`src/rtl/id_ex_hazard_reg.sv`:
```
// ID/EX pipeline register with load-use hazard detection and bubble insertion.
// Ports: id_* decoded ID fields in, flush in, ex_* registered EX copies out,
// pc_write / if_id_write hold strobes out; stall_cnt / flush_cnt present only
// when the ID_EX_PERF_EN macro is defined.
module id_ex_hazard_reg #(
    parameter int XLEN = 32
) (
    input  logic            clk,
    input  logic            rst_n,
    input  logic            id_valid,
    input  logic            id_Branch,
    input  logic            id_MemRead,
    input  logic            id_MemtoReg,
    input  logic            id_MemWrite,
    input  logic            id_ALUSrc,
    input  logic            id_RegWrite,
    input  logic [1:0]      id_ALUOp,
    input  logic [XLEN-1:0] id_pc,
    input  logic [XLEN-1:0] id_rs1_data,
    input  logic [XLEN-1:0] id_rs2_data,
    input  logic [XLEN-1:0] id_imm,
    input  logic [4:0]      id_rs1,
    input  logic [4:0]      id_rs2,
    input  logic [4:0]      id_rd,
    input  logic [3:0]      id_funct,
    input  logic            flush,
    output logic            ex_valid,
    output logic            ex_Branch,
    output logic            ex_MemRead,
    output logic            ex_MemtoReg,
    output logic            ex_MemWrite,
    output logic            ex_ALUSrc,
    output logic            ex_RegWrite,
    output logic [1:0]      ex_ALUOp,
    output logic [XLEN-1:0] ex_pc,
    output logic [XLEN-1:0] ex_rs1_data,
    output logic [XLEN-1:0] ex_rs2_data,
    output logic [XLEN-1:0] ex_imm,
    output logic [4:0]      ex_rs1,
    output logic [4:0]      ex_rs2,
    output logic [4:0]      ex_rd,
    output logic [3:0]      ex_funct,
`ifdef ID_EX_PERF_EN
    output logic [31:0]     stall_cnt,
    output logic [31:0]     flush_cnt,
`endif
    output logic            pc_write,
    output logic            if_id_write
);

    logic use_rs2;
    logic ex_load;
    logic hz;
    logic stall;
    logic bubble;

    // R-type, branch and store read rs2; I-type ALU and loads do not.
    assign use_rs2 = ~id_ALUSrc | id_MemWrite;

    // RegWrite guard keeps unknown-opcode decodes (MemRead without
    // RegWrite) from ever stalling.
    assign ex_load = ex_valid & ex_MemRead & ex_RegWrite & (ex_rd != 5'd0);

    assign hz = ex_load & id_valid &
                ((id_rs1 == ex_rd) | (use_rs2 & (id_rs2 == ex_rd)));

    // A flush wins: PC must be free to load the branch target.
    assign stall       = hz & ~flush;
    assign pc_write    = ~stall;
    assign if_id_write = ~stall;
    assign bubble      = flush | stall;

    always_ff @(posedge clk or negedge rst_n) begin
        if (!rst_n) begin
            ex_valid    <= 1'b0;
            ex_Branch   <= 1'b0;
            ex_MemRead  <= 1'b0;
            ex_MemtoReg <= 1'b0;
            ex_MemWrite <= 1'b0;
            ex_ALUSrc   <= 1'b0;
            ex_RegWrite <= 1'b0;
            ex_ALUOp    <= 2'b00;
            ex_pc       <= '0;
            ex_rs1_data <= '0;
            ex_rs2_data <= '0;
            ex_imm      <= '0;
            ex_rs1      <= 5'd0;
            ex_rs2      <= 5'd0;
            ex_rd       <= 5'd0;
            ex_funct    <= 4'd0;
        end else begin
            // Data fields always follow ID; in a bubble they are don't-care.
            ex_pc       <= id_pc;
            ex_rs1_data <= id_rs1_data;
            ex_rs2_data <= id_rs2_data;
            ex_imm      <= id_imm;
            ex_rs1      <= id_rs1;
            ex_rs2      <= id_rs2;
            ex_rd       <= id_rd;
            ex_funct    <= id_funct;
            if (bubble) begin
                ex_valid    <= 1'b0;
                ex_Branch   <= 1'b0;
                ex_MemRead  <= 1'b0;
                ex_MemtoReg <= 1'b0;
                ex_MemWrite <= 1'b0;
                ex_ALUSrc   <= 1'b0;
                ex_RegWrite <= 1'b0;
                ex_ALUOp    <= 2'b00;
            end else begin
                ex_valid    <= id_valid;
                ex_Branch   <= id_Branch;
                ex_MemRead  <= id_MemRead;
                ex_MemtoReg <= id_MemtoReg;
                ex_MemWrite <= id_MemWrite;
                ex_ALUSrc   <= id_ALUSrc;
                ex_RegWrite <= id_RegWrite;
                ex_ALUOp    <= id_ALUOp;
            end
        end
    end

`ifdef ID_EX_PERF_EN
    always_ff @(posedge clk or negedge rst_n) begin
        if (!rst_n) begin
            stall_cnt <= 32'd0;
            flush_cnt <= 32'd0;
        end else begin
            if (stall) stall_cnt <= stall_cnt + 32'd1;
            if (flush) flush_cnt <= flush_cnt + 32'd1;
        end
    end
`endif

endmodule

```
`config.mk`:
```
export PLATFORM = sky130hd
export DESIGN_NAME = id_ex_hazard_reg
export DESIGN_NICKNAME = d
export VERILOG_FILES = /design/src/rtl/id_ex_hazard_reg.sv
export SDC_FILE = /design/constraint.sdc
export NUM_CORES = 1
export LEC_CHECK = 0
export ABC_CLOCK_PERIOD_IN_PS = 3200
export CORE_AREA = 5 5 121 123
export CTS_CLUSTER_DIAMETER = 50
export CTS_CLUSTER_SIZE = 30
export DETAILED_ROUTE_END_ITERATION = 16
export DIE_AREA = 0 0 126 128
export GPL_TIMING_DRIVEN = 0
export PLACE_DENSITY_LB_ADDON = 0.2
export REMOVE_ABC_BUFFERS = 1
export SYNTH_ARGS = -nofsm -noshare
export SYNTH_HDL_FRONTEND = slang
export SYNTH_SLANG_ARGS = --single-unit
```
`constraint.sdc`:
```
create_clock -name clk -period 3.2 [get_ports clk]
set_input_delay 0.48 -clock clk [delete_from_list [all_inputs] [get_ports clk]]
set_output_delay 0.48 -clock clk [all_outputs]
set_load 0.05 [all_outputs]
```
==> impl_metrics.tcl, run 1 <==
set metrics [dict create \
    cts_resized 0 \
    pre_cts_slack_ns 0.222 \
    synth_top_area_share_pct 93.3 \
    core_mm2 0.0136 \
    wl_per_cell_um 17.1 \
    async_reset_ff_share_pct 100 \
    fin_nets 689 \
    wirelength_um 12300 \
    yosys_warnings 0 \
    postSynthCellCount 196 \
    hold_ws_ns 0.0539 \
    diodes 0 \
    crit_type "input pin to primary output" \
    peakVddDrop_mv 0.324 \
    tightestPinTransition_ns 0.595 \
    insertion_delay_ns 0.41 \
    yosys-top-cells-count "dfrtp_1, xnor2_1, a21oi_1, nand2b_1, nand4_1" \
    crit_buf_inv 2 \
    synth_edf_count 0 \
    cp_top_family "buffers and inverters" \
    yosys_register_bits 156 \
    cp.arrival_ns 2.49 \
    r2r_cells 4 \
    grt_overflow 0 \
    start_util_pct 30.9 \
    cts_tree "yes" \
    maxCapViolations 0 \
    vias 2856 \
    num-fill-cells 1082 \
    ios 317 \
    worstPathRequired_ns 2.72 \
    portBuffers 316 \
    timing.critical_path.mode_cell "clkdlybuf4s50_1" \
    drtIter0Drc 74 \
    cts.sinks 156 \
    path_depth 6 \
    setup_viol 0 \
    die_width_um 126 \
    placedCellCount 691 \
    place_congestion 0.793 \
    track_usage_pct 15.6 \
    synth_area_leaders "dfrtp_1, xnor2_1, nand2b_1" \
    critPathMaxStageDelay_ns 0.73 \
    route.detailed.drc 0 \
    clk_transition_reported_paths_ns 0.06 \
    skew_ns 0.00277 \
    hpwl_um 9880 \
    p_leak_nw 3.43 \
    finalNonFillerCells 720 \
    synthMostInstantiatedCell "dfrtp_1" \
    drt_pass1_iterations 3 \
    place_area_mm2 0.00759 \
    cp_max_fo 10 \
    min_period_over_period_pct 92.9 \
    path_cells "clkdlybuf4s50_1 > xnor2_1 > nand4_1 > o22ai_4 > nand3b_1 > clkdlybuf4s50_1" \
    crit_path_end_kind "primary output" \
    yosysUniqueCellTypes 17 \
    yosysTopAreaCell "dfrtp_1" \
    relSlewSlack_pct 60.2 \
    status "complete, no violations" \
    antenna_found_initial 0 \
    clockBufferDepth 2 \
    syn_area_per_cell_um2 21.3 \
    synth-main-ff-cell "dfrtp_1" \
    finalHoldViolations 0 \
    die_h_um 128 \
    rsz0062_at_grt "false" \
    grt_pass1_vias 3173 \
    cts_setup_buffers 0 \
    cpMaxStageDelayCell "clkdlybuf4s50_1" \
    drtAntennaViolNets 0 \
    syn_area_mm2 0.00418 \
    grt_max_degree 96 \
    h-tree-depth 4 \
    min_path_type "input pin to async pin" \
    grt_pass1_wl_um 18600 \
    period_minus_slack_ns 2.97 \
    cts_hold_buf 0 \
    viasPerCell 3.97 \
    fmax_mhz 336 \
    root_buffer "clkbuf_16" \
    area_delta_synth_final_pct 94.8 \
    startpoint_type "input pin" \
    post-route-worst-setup-slack_ns 0.227 \
    finalMaxSlewViolations 0 \
    yosysSeqAreaShare_pct 93.3 \
    rows 43 \
    die_area_mm2 0.0161 \
    power_density_mw_per_mm2 590 \
    cts_made_buffers 17 \
    drive_above_1_share_pct 6.30 \
    final_design_area_no_fill_mm2 0.00815 \
    fin_util_pct 60.1 \
]
[path summary, 6_finish.rpt]
| check | startpoint | endpoint | slack (ns) |
|---|---|---|---|
| hold / removal | rst_n | ex_imm[9]$_DFF_PN0_ | 0.05 |
| max in group asynchronous | rst_n | ex_rs2_data[30]$_DFF_PN0_ | 2.31 |
| setup / recovery | id_rs2[0] | if_id_write | 0.23 |
| setup reg to reg | ex_rd[2]$_DFF_PN0_ | ex_MemtoReg$_DFF_PN0_ | 1.80 |
| min in group clk | id_rs1_data[0] | ex_rs1_data[0]$_DFF_PN0_ | 0.51 |
| hold reg to reg | ex_RegWrite$_DFF_PN0_ | ex_valid$_DFF_PN0_ | 0.75 |
[area by class of cell]
class | instances | area (µm²) | area share [%]
sequential | 156 | 3900 | 47.9
multi-input combinational | 37 | 265 | 3.25
clock buffer | 23 | 498 | 6.11
inverter | 1 | 3.75 | 0.0461
clock inverter | 6 | 62.6 | 0.768
timing repair buffer | 317 | 3190 | 39.2
tap | 180 | 225 | 2.76
[cells in the final DEF, fill, tap and decap left out]
master           count
inv_1                1
nand3b_1             1
buf_16               1
nand4_1              2
clkbuf_1             1
nand3_1              1
a211oi_2             1
clkinvlp_4           3
o21ai_2              1
clkbuf_8             5
clkbuf_16           17
clkinv_2             2
bufinv_16            1
dfrtp_1            156
nand2_1              1
nor3_1               1
nand2b_1             8
a21oi_2              1
clkdlybuf4s50_1    315
o22ai_4              1
a21oi_1              8
xnor2_1             10
buf_6                1
nor2_1               1
[through the flow]
step                total power, mW  setup TNS (ns)
finish                         4.81               0
floorplan                      2.53               0
CTS                            4.89               0
global placement               2.99         -683.63
detailed placement             3.00               0
global route                   5.00               0
[state kept, by name (all words and copies together), names as in the netlist]
name         flops
ex_funct         4
ex_imm          32
ex_MemWrite      1
ex_MemRead       1
ex_MemtoReg      1
ex_valid         1
ex_RegWrite      1
ex_rs2           5
ex_ALUOp         2
ex_ALUSrc        1
ex_Branch        1
ex_rs1           5
ex_rs2_data     32
ex_pc           32
ex_rd            5
ex_rs1_data     32
[worst reg2reg max path, delay by kind of cell (launching register included)]
kind             cells  cell delay (ns)
AO/OA/AOI/OAI        2             0.46
flip-flops           1             0.44
AND/OR/NAND/NOR      1             0.17
XOR/XNOR             1             0.19
[where the power goes]
part	switching [mW]	internal, mW
combinational	0.496	0.351
clock	0.703	1.16
sequential	0.0316	2.07
[logic make-up after synthesis]
logic type      count (synthesis)  synth area share (%)
xor+xnor                       10                  2.09
compound gates                 12                  2.15
simple gates                   15                  2.09
flops                         156                  93.3
buf+inv                         3                 0.359
[metal layers]
metal,wire length (µm),global-route usage (%)
met1,4030,15.9
met2,6520,26.5
met3,1440,8.67
met4,285,6.56
met5,0,0
Power figures use the tool's default switching activity.
==> run 2: changes to the inputs <==
- CTS_CLUSTER_DIAMETER: 50 -> unset
==> results of run 2 <==
No change in the layout: final DEF, timing and power equal those of run 1.
==> run 3: changes to the inputs <==
- PLACE_DENSITY_LB_ADDON: 0.2 -> 0.05
==> run 3 against run 2 <==
Compared with the run above:
- combinational power about the same
- non-clock buffer count unchanged
- via count is 1.4% lower
==> impl_metrics.tcl, run 3 (same netlist as run 1, synthesis figures left out) <==
set metrics [dict create \
    viasPerCell 3.89 \
    cts_hold_buf 0 \
    die_h_um 128 \
    setup_viol 0 \
    insertion_delay_ns 0.41 \
    track_usage_pct 16.5 \
    start_util_pct 30.9 \
    drive_above_1_share_pct 5.89 \
    finalMaxSlewViolations 0 \
    period_minus_slack_ns 3.00 \
    min_path_type "input pin to async pin" \
    cp-startpoint "id_rs2[4]" \
    min_period_over_period_pct 93.9 \
    diodes 0 \
    final_design_area_no_fill_mm2 0.00819 \
    place_area_mm2 0.00759 \
    clk_transition_reported_paths_ns 0.05 \
    finalNonFillerCells 723 \
    grt_pass1_vias 3193 \
    hpwl_um 10300 \
    reg2reg_slack_ns 1.83 \
    fmax_mhz 333 \
    finalHoldViolations 0 \
    grt_pass1_wl_um 19400 \
    grt_overflow 0 \
    root_buffer "clkbuf_16" \
    peakVddDrop_mv 0.366 \
    pre_cts_slack_ns 0.210 \
    timing.critical_path.mode_cell "clkdlybuf4s50_1" \
    post-route-worst-setup-slack_ns 0.195 \
    ios 317 \
    portBuffers 316 \
    drtAntennaViolNets 0 \
    antenna_found_initial 0 \
    cts_tree "yes" \
    drt_pass1_iterations 3 \
    r2r-start "ex_rd[2]$_DFF_PN0_" \
    final_common_cell "clkdlybuf4s50_1" \
    skew_ns 0.00254 \
    status "complete, no violations" \
    cts.sinks 156 \
    die_area_mm2 0.0161 \
    crit_buf_inv 2 \
    rsz0062_at_grt "false" \
    cpMaxStageDelayCell "clkdlybuf4s50_1" \
    fin_nets 689 \
    h-tree-depth 4 \
    route.detailed.drc 0 \
    place_congestion 0.745 \
    core_mm2 0.0136 \
    cp.arrival_ns 2.52 \
    finalSetupTns_ns 0 \
    cp_top_family "buffers and inverters" \
    vias 2816 \
    num-fill-cells 1094 \
    tightestPinTransition_ns 0.601 \
    cts_resized 0 \
    relSlewSlack_pct 59.9 \
    crit_type "input pin to primary output" \
    startpoint_type "input pin" \
    drtIter0Drc 87 \
    worstPathRequired_ns 2.72 \
    cts_setup_buffers 0 \
    cp_max_fo 10 \
    power_density_mw_per_mm2 606 \
    die_width_um 126 \
    grt_max_degree 92 \
    rows 43 \
    path_cells "clkdlybuf4s50_1 > xnor2_1 > nand4_1 > o22ai_4 > nand3b_1 > clkdlybuf4s50_1" \
    crit_path_end_kind "primary output" \
    wl_per_cell_um 18.0 \
    maxCapViolations 0 \
    wirelength_um 13000 \
    clockBufferDepth 2 \
    area_delta_synth_final_pct 95.7 \
    p_leak_nw 3.45 \
    critPathMaxStageDelay_ns 0.73 \
    cts_made_buffers 17 \
    layout_common_cells "clkdlybuf4s50_1, dfrtp_1, clkbuf_16" \
    placedCellCount 691 \
]
## run 3: layout make-up
type / instances / area, µm² / area share [%]
clock buffers: 26 / 489 / 5.97
clock inverters: 6 / 109 / 1.33
inverters: 1 / 3.75 / 0.0458
multi-input cells: 37 / 265 / 3.24
flip-flops and latches: 156 / 3900 / 47.7
well taps: 180 / 225 / 2.75
repair buffers: 317 / 3190 / 39.0
## run 3: worst paths after layout
| kind | depth (start not counted) | end |
|---|---|---|
| max | 6 | pc_write |
| min | 1 | ex_rs1_data[1]$_DFF_PN0_ |
| max reg2reg | 4 | ex_RegWrite$_DFF_PN0_ |
| min reg2reg | 3 | ex_MemtoReg$_DFF_PN0_ |
| max in group asynchronous | 2 | ex_rs2_data[14]$_DFF_PN0_ |
| min in group clk | 1 | ex_pc[12]$_DFF_PN0_ |
## run 3: per-stage QoR
step | power, mW | utilization [%] | hold WS, ns
5_1_grt | 5.15 | 60.4 | 0.0958
3_5_place_dp | 3.00 | 56.0 | 0.505
4_1_cts | 5.03 | 60.4 | 0.0621
2_1_floorplan | 2.53 | - | 0.184
6_report | 4.97 | 60.4 | 0.0556
3_3_place_gp | 2.99 | 55.8 | 0.766
## run 3: worst register-to-register path, stage by stage, from the launching register on
cell and delay [ns]:
dfrtp_1 0.43, xnor2_1 0.18, nand4_1 0.17, o22ai_4 0.35, a21oi_1 0.11
## run 3: power by group
part	switching, mW	total, mW	internal [mW]	leakage (nW)
registers	0.0295	2.10	2.07	1.83
logic	0.499	0.850	0.351	1.33
clock network	0.724	2.01	1.29	0.292
total	1.25	4.97	3.71	3.45
## run 3: metal layers
layer / track usage (%) / vias up / wire (µm)
li1: - / 1290 / -
met4: 6.69 / 0 / 234
met3: 8.75 / 18 / 1490
met1: 17.5 / 1341 / 4420
met5: 0 / - / 0
met2: 27.8 / 167 / 6850
==> RTL edit: new RTL, config.mk and constraints of run 1 <==
`ex_rs1_data` no longer has a reset.
--- a/src/rtl/id_ex_hazard_reg.sv
+++ b/src/rtl/id_ex_hazard_reg.sv
@@ -83,3 +83,2 @@
             ex_pc       <= '0;
-            ex_rs1_data <= '0;
             ex_rs2_data <= '0;
@@ -93,3 +92,2 @@
             ex_pc       <= id_pc;
-            ex_rs1_data <= id_rs1_data;
             ex_rs2_data <= id_rs2_data;
@@ -122,2 +120,6 @@
 
+    always_ff @(posedge clk) begin
+        ex_rs1_data <= id_rs1_data;
+    end
+
 `ifdef ID_EX_PERF_EN
Check against the original RTL: not equivalent (a bounded check fails within 4 cycles, from zero or initial values and one cycle with rst_n low).
==> RTL edit against run 1 <==
  * Combinational power is 0.7% lower
  * Critical path type unchanged
  * Total power is 3.1% higher
  * Critical endpoint unchanged
  * Die area stayed put
  * Critical path depth unchanged
  * Sequential power about the same
  * Sequential cell count stayed put
  * Design area down 1.5%
  * Synthesized area is 3.8% lower
  * Setup slack got worse by 0.017 ns
  * Routed wire length fell by 0.18%
==> RTL edit: results (changes against run 1) <==
| Metric | Value |
|---|---|
| Flop-to-flop setup slack | 1.81 ns |
| Synth cell types | 18 (+1) |
| Initial antenna violation count | 0 (unchanged) |
| RePlAce Congestion | 0.772 (-2.7%) |
| Final-stage net count | 689 (unchanged) |
| Reg-to-Reg Start | ex_rd[0] |
| Status | finished clean |
| TritonCTS buffer count | 17 (unchanged) |
| Sw frac | 25.2% (-0.34 points) |
| Largest net degree at the start of global routing | 64 (-33%) |
| Place WS | 0.194 ns (-0.0281 ns) |
| Max Buffers Root-to-Sink | 2 (unchanged) |
| Avg WL per Cell | 17.0 um (-0.59%) |
| Hold WC Path Type | input port to asynchronous set/reset pin |
| Drt first pass iters | 4 (+1) |
| Fillers | 1110 (+2.6%) |
| Vias in the first global route | 3155 (-0.57%) |
| Total GRT Usage | 15.5% (-0.12 points) |
| First-pass GRT wire length | 18500 um (-0.48%) |
| Share of layout cells above drive strength 1 | 6.08% (-0.22 points) |
| Register area share after synthesis | 93.0% (-0.27 points) |
| Via count | 2849 (-0.25%) |
| Worst-margin pin slew | 0.593 ns (-0.00150 ns) |
| Yosys warnings | 0 (unchanged) |
| WP data arrival | 2.51 ns (+0.02 ns) |
| CP max FO | 10 (unchanged) |
| HPWL after DPL | 9720 um (-1.7%) |
| IO Port Bufs | 316 (unchanged) |
| Post-synth ARST share | 79.5% (-21 points) |
| Dpl cell area | 0.00743 mm^2 (-2.1%) |
| N_diodes | 0 (unchanged) |
| FF-to-FF path depth | 4 (unchanged) |
| Clock Latency Late Sink | 0.41 ns (about the same) |
| Post-CTS setup repair buffer count | 0 (unchanged) |
| DR iter-0 viols | 89 (+20%) |
| Resize count post-CTS | 0 (unchanged) |
| Root Driver | clkbuf_16 |
| Clock transition at path regs | 0.06 ns (about the same) |
| Worst R2R End | ex_MemtoReg |
| Post-synth top cells | dfrtp_1 (124), dfxtp_1 (32), xnor2_1 (10) |
| CTS H-Tree Depth | 4 (unchanged) |
| Synth top area cells | dfrtp_1 (77%), dfxtp_1 (16%), xnor2_1 (2.2%), nand2b_1 (1.2%), a21oi_1 (1.0%) |
| Static Leakage | 3.35 nW (-2.2%) |
| Final core area utilization | 59.2% (-0.90 points) |
| Max IR drop VDD | 290 uV (-11%) |
| Final worst clock skew | 0.00182 ns (-0.000952 ns) |
==> RTL edit: cell count changes in the layout (fill, tap and decap cells not counted), sizes merged <==
cell,run 1,this run
inv,1,2
dfxtp,0,32
bufinv,1,3
clkbuf,23,25
dfrtp,156,124
clkinvlp,3,0
clkinv,2,3
==> RTL edit: final cells by class <==
cell class	count	area share, %
multi-input cells	37	3.30
inverters	1	0.0468
clock buffers	25	6.05
well taps	180	2.81
clock inverters	7	1.42
flip-flops and latches	156	46.6
repair buffers	317	39.8
==> RTL edit: per-layer routing <==
layer	track usage, %	wire length (um)	vias to the layer above
met3	7.04	1210	22
met1	16.9	4260	1366
met4	6.88	271	0
met5	0	0	-
li1	-	-	1290
met2	26.0	6510	171
==> RTL edit: worst max path at each step <==
stage	from	endpoint	slack [ns]	cells past startpoint
floorplan	ex_rd[0]	if_id_write	0.67	4
global placement	rst_n	ex_funct[0]	-3.11	1
detailed placement	id_rs2[4]	if_id_write	0.19	6
CTS	id_rs2[4]	if_id_write	0.19	6
global route	id_rs2[4]	if_id_write	0.1	6
finish	id_rs2[4]	if_id_write	0.21	6
==> RTL edit: metrics by stage <==
step           TNS (ns)  power [mW]  hold WS [ns]  instances
2_1_floorplan         0        2.53         0.184        194
3_3_place_gp    -384.10        2.98         0.759        690
3_5_place_dp          0        2.99         0.515        691
4_1_cts               0        5.03        0.0683        723
5_1_grt               0        5.16        0.0792        723
6_report              0        4.96        0.0554        723
==> RTL edit: cell families after synthesis <==
group / Yosys count / synth area share, %
compound gates: 12 / 2.24
simple gates: 15 / 2.18
buf+inv: 3 / 0.373
xor+xnor: 10 / 2.18
flops: 156 / 93.0
==> RTL edit: power groups by stage <==
stage | clock network (mW) | logic (mW) | registers [mW]
3_3_place_gp | 0 | 0.841 | 2.14
4_1_cts | 2.08 | 0.853 | 2.10
3_5_place_dp | 0 | 0.850 | 2.14
6_report | 2.02 | 0.841 | 2.10
5_1_grt | 2.18 | 0.874 | 2.11
2_1_floorplan | 0 | 0.0266 | 2.50
==> RTL edit: worst max-delay path, stage by stage <==
cell and delay, ns:
clkdlybuf4s50_1 0.51, xnor2_1 0.13, nand4_1 0.16, o22ai_4 0.33
nand3b_1 0.16, clkdlybuf4s50_1 0.74
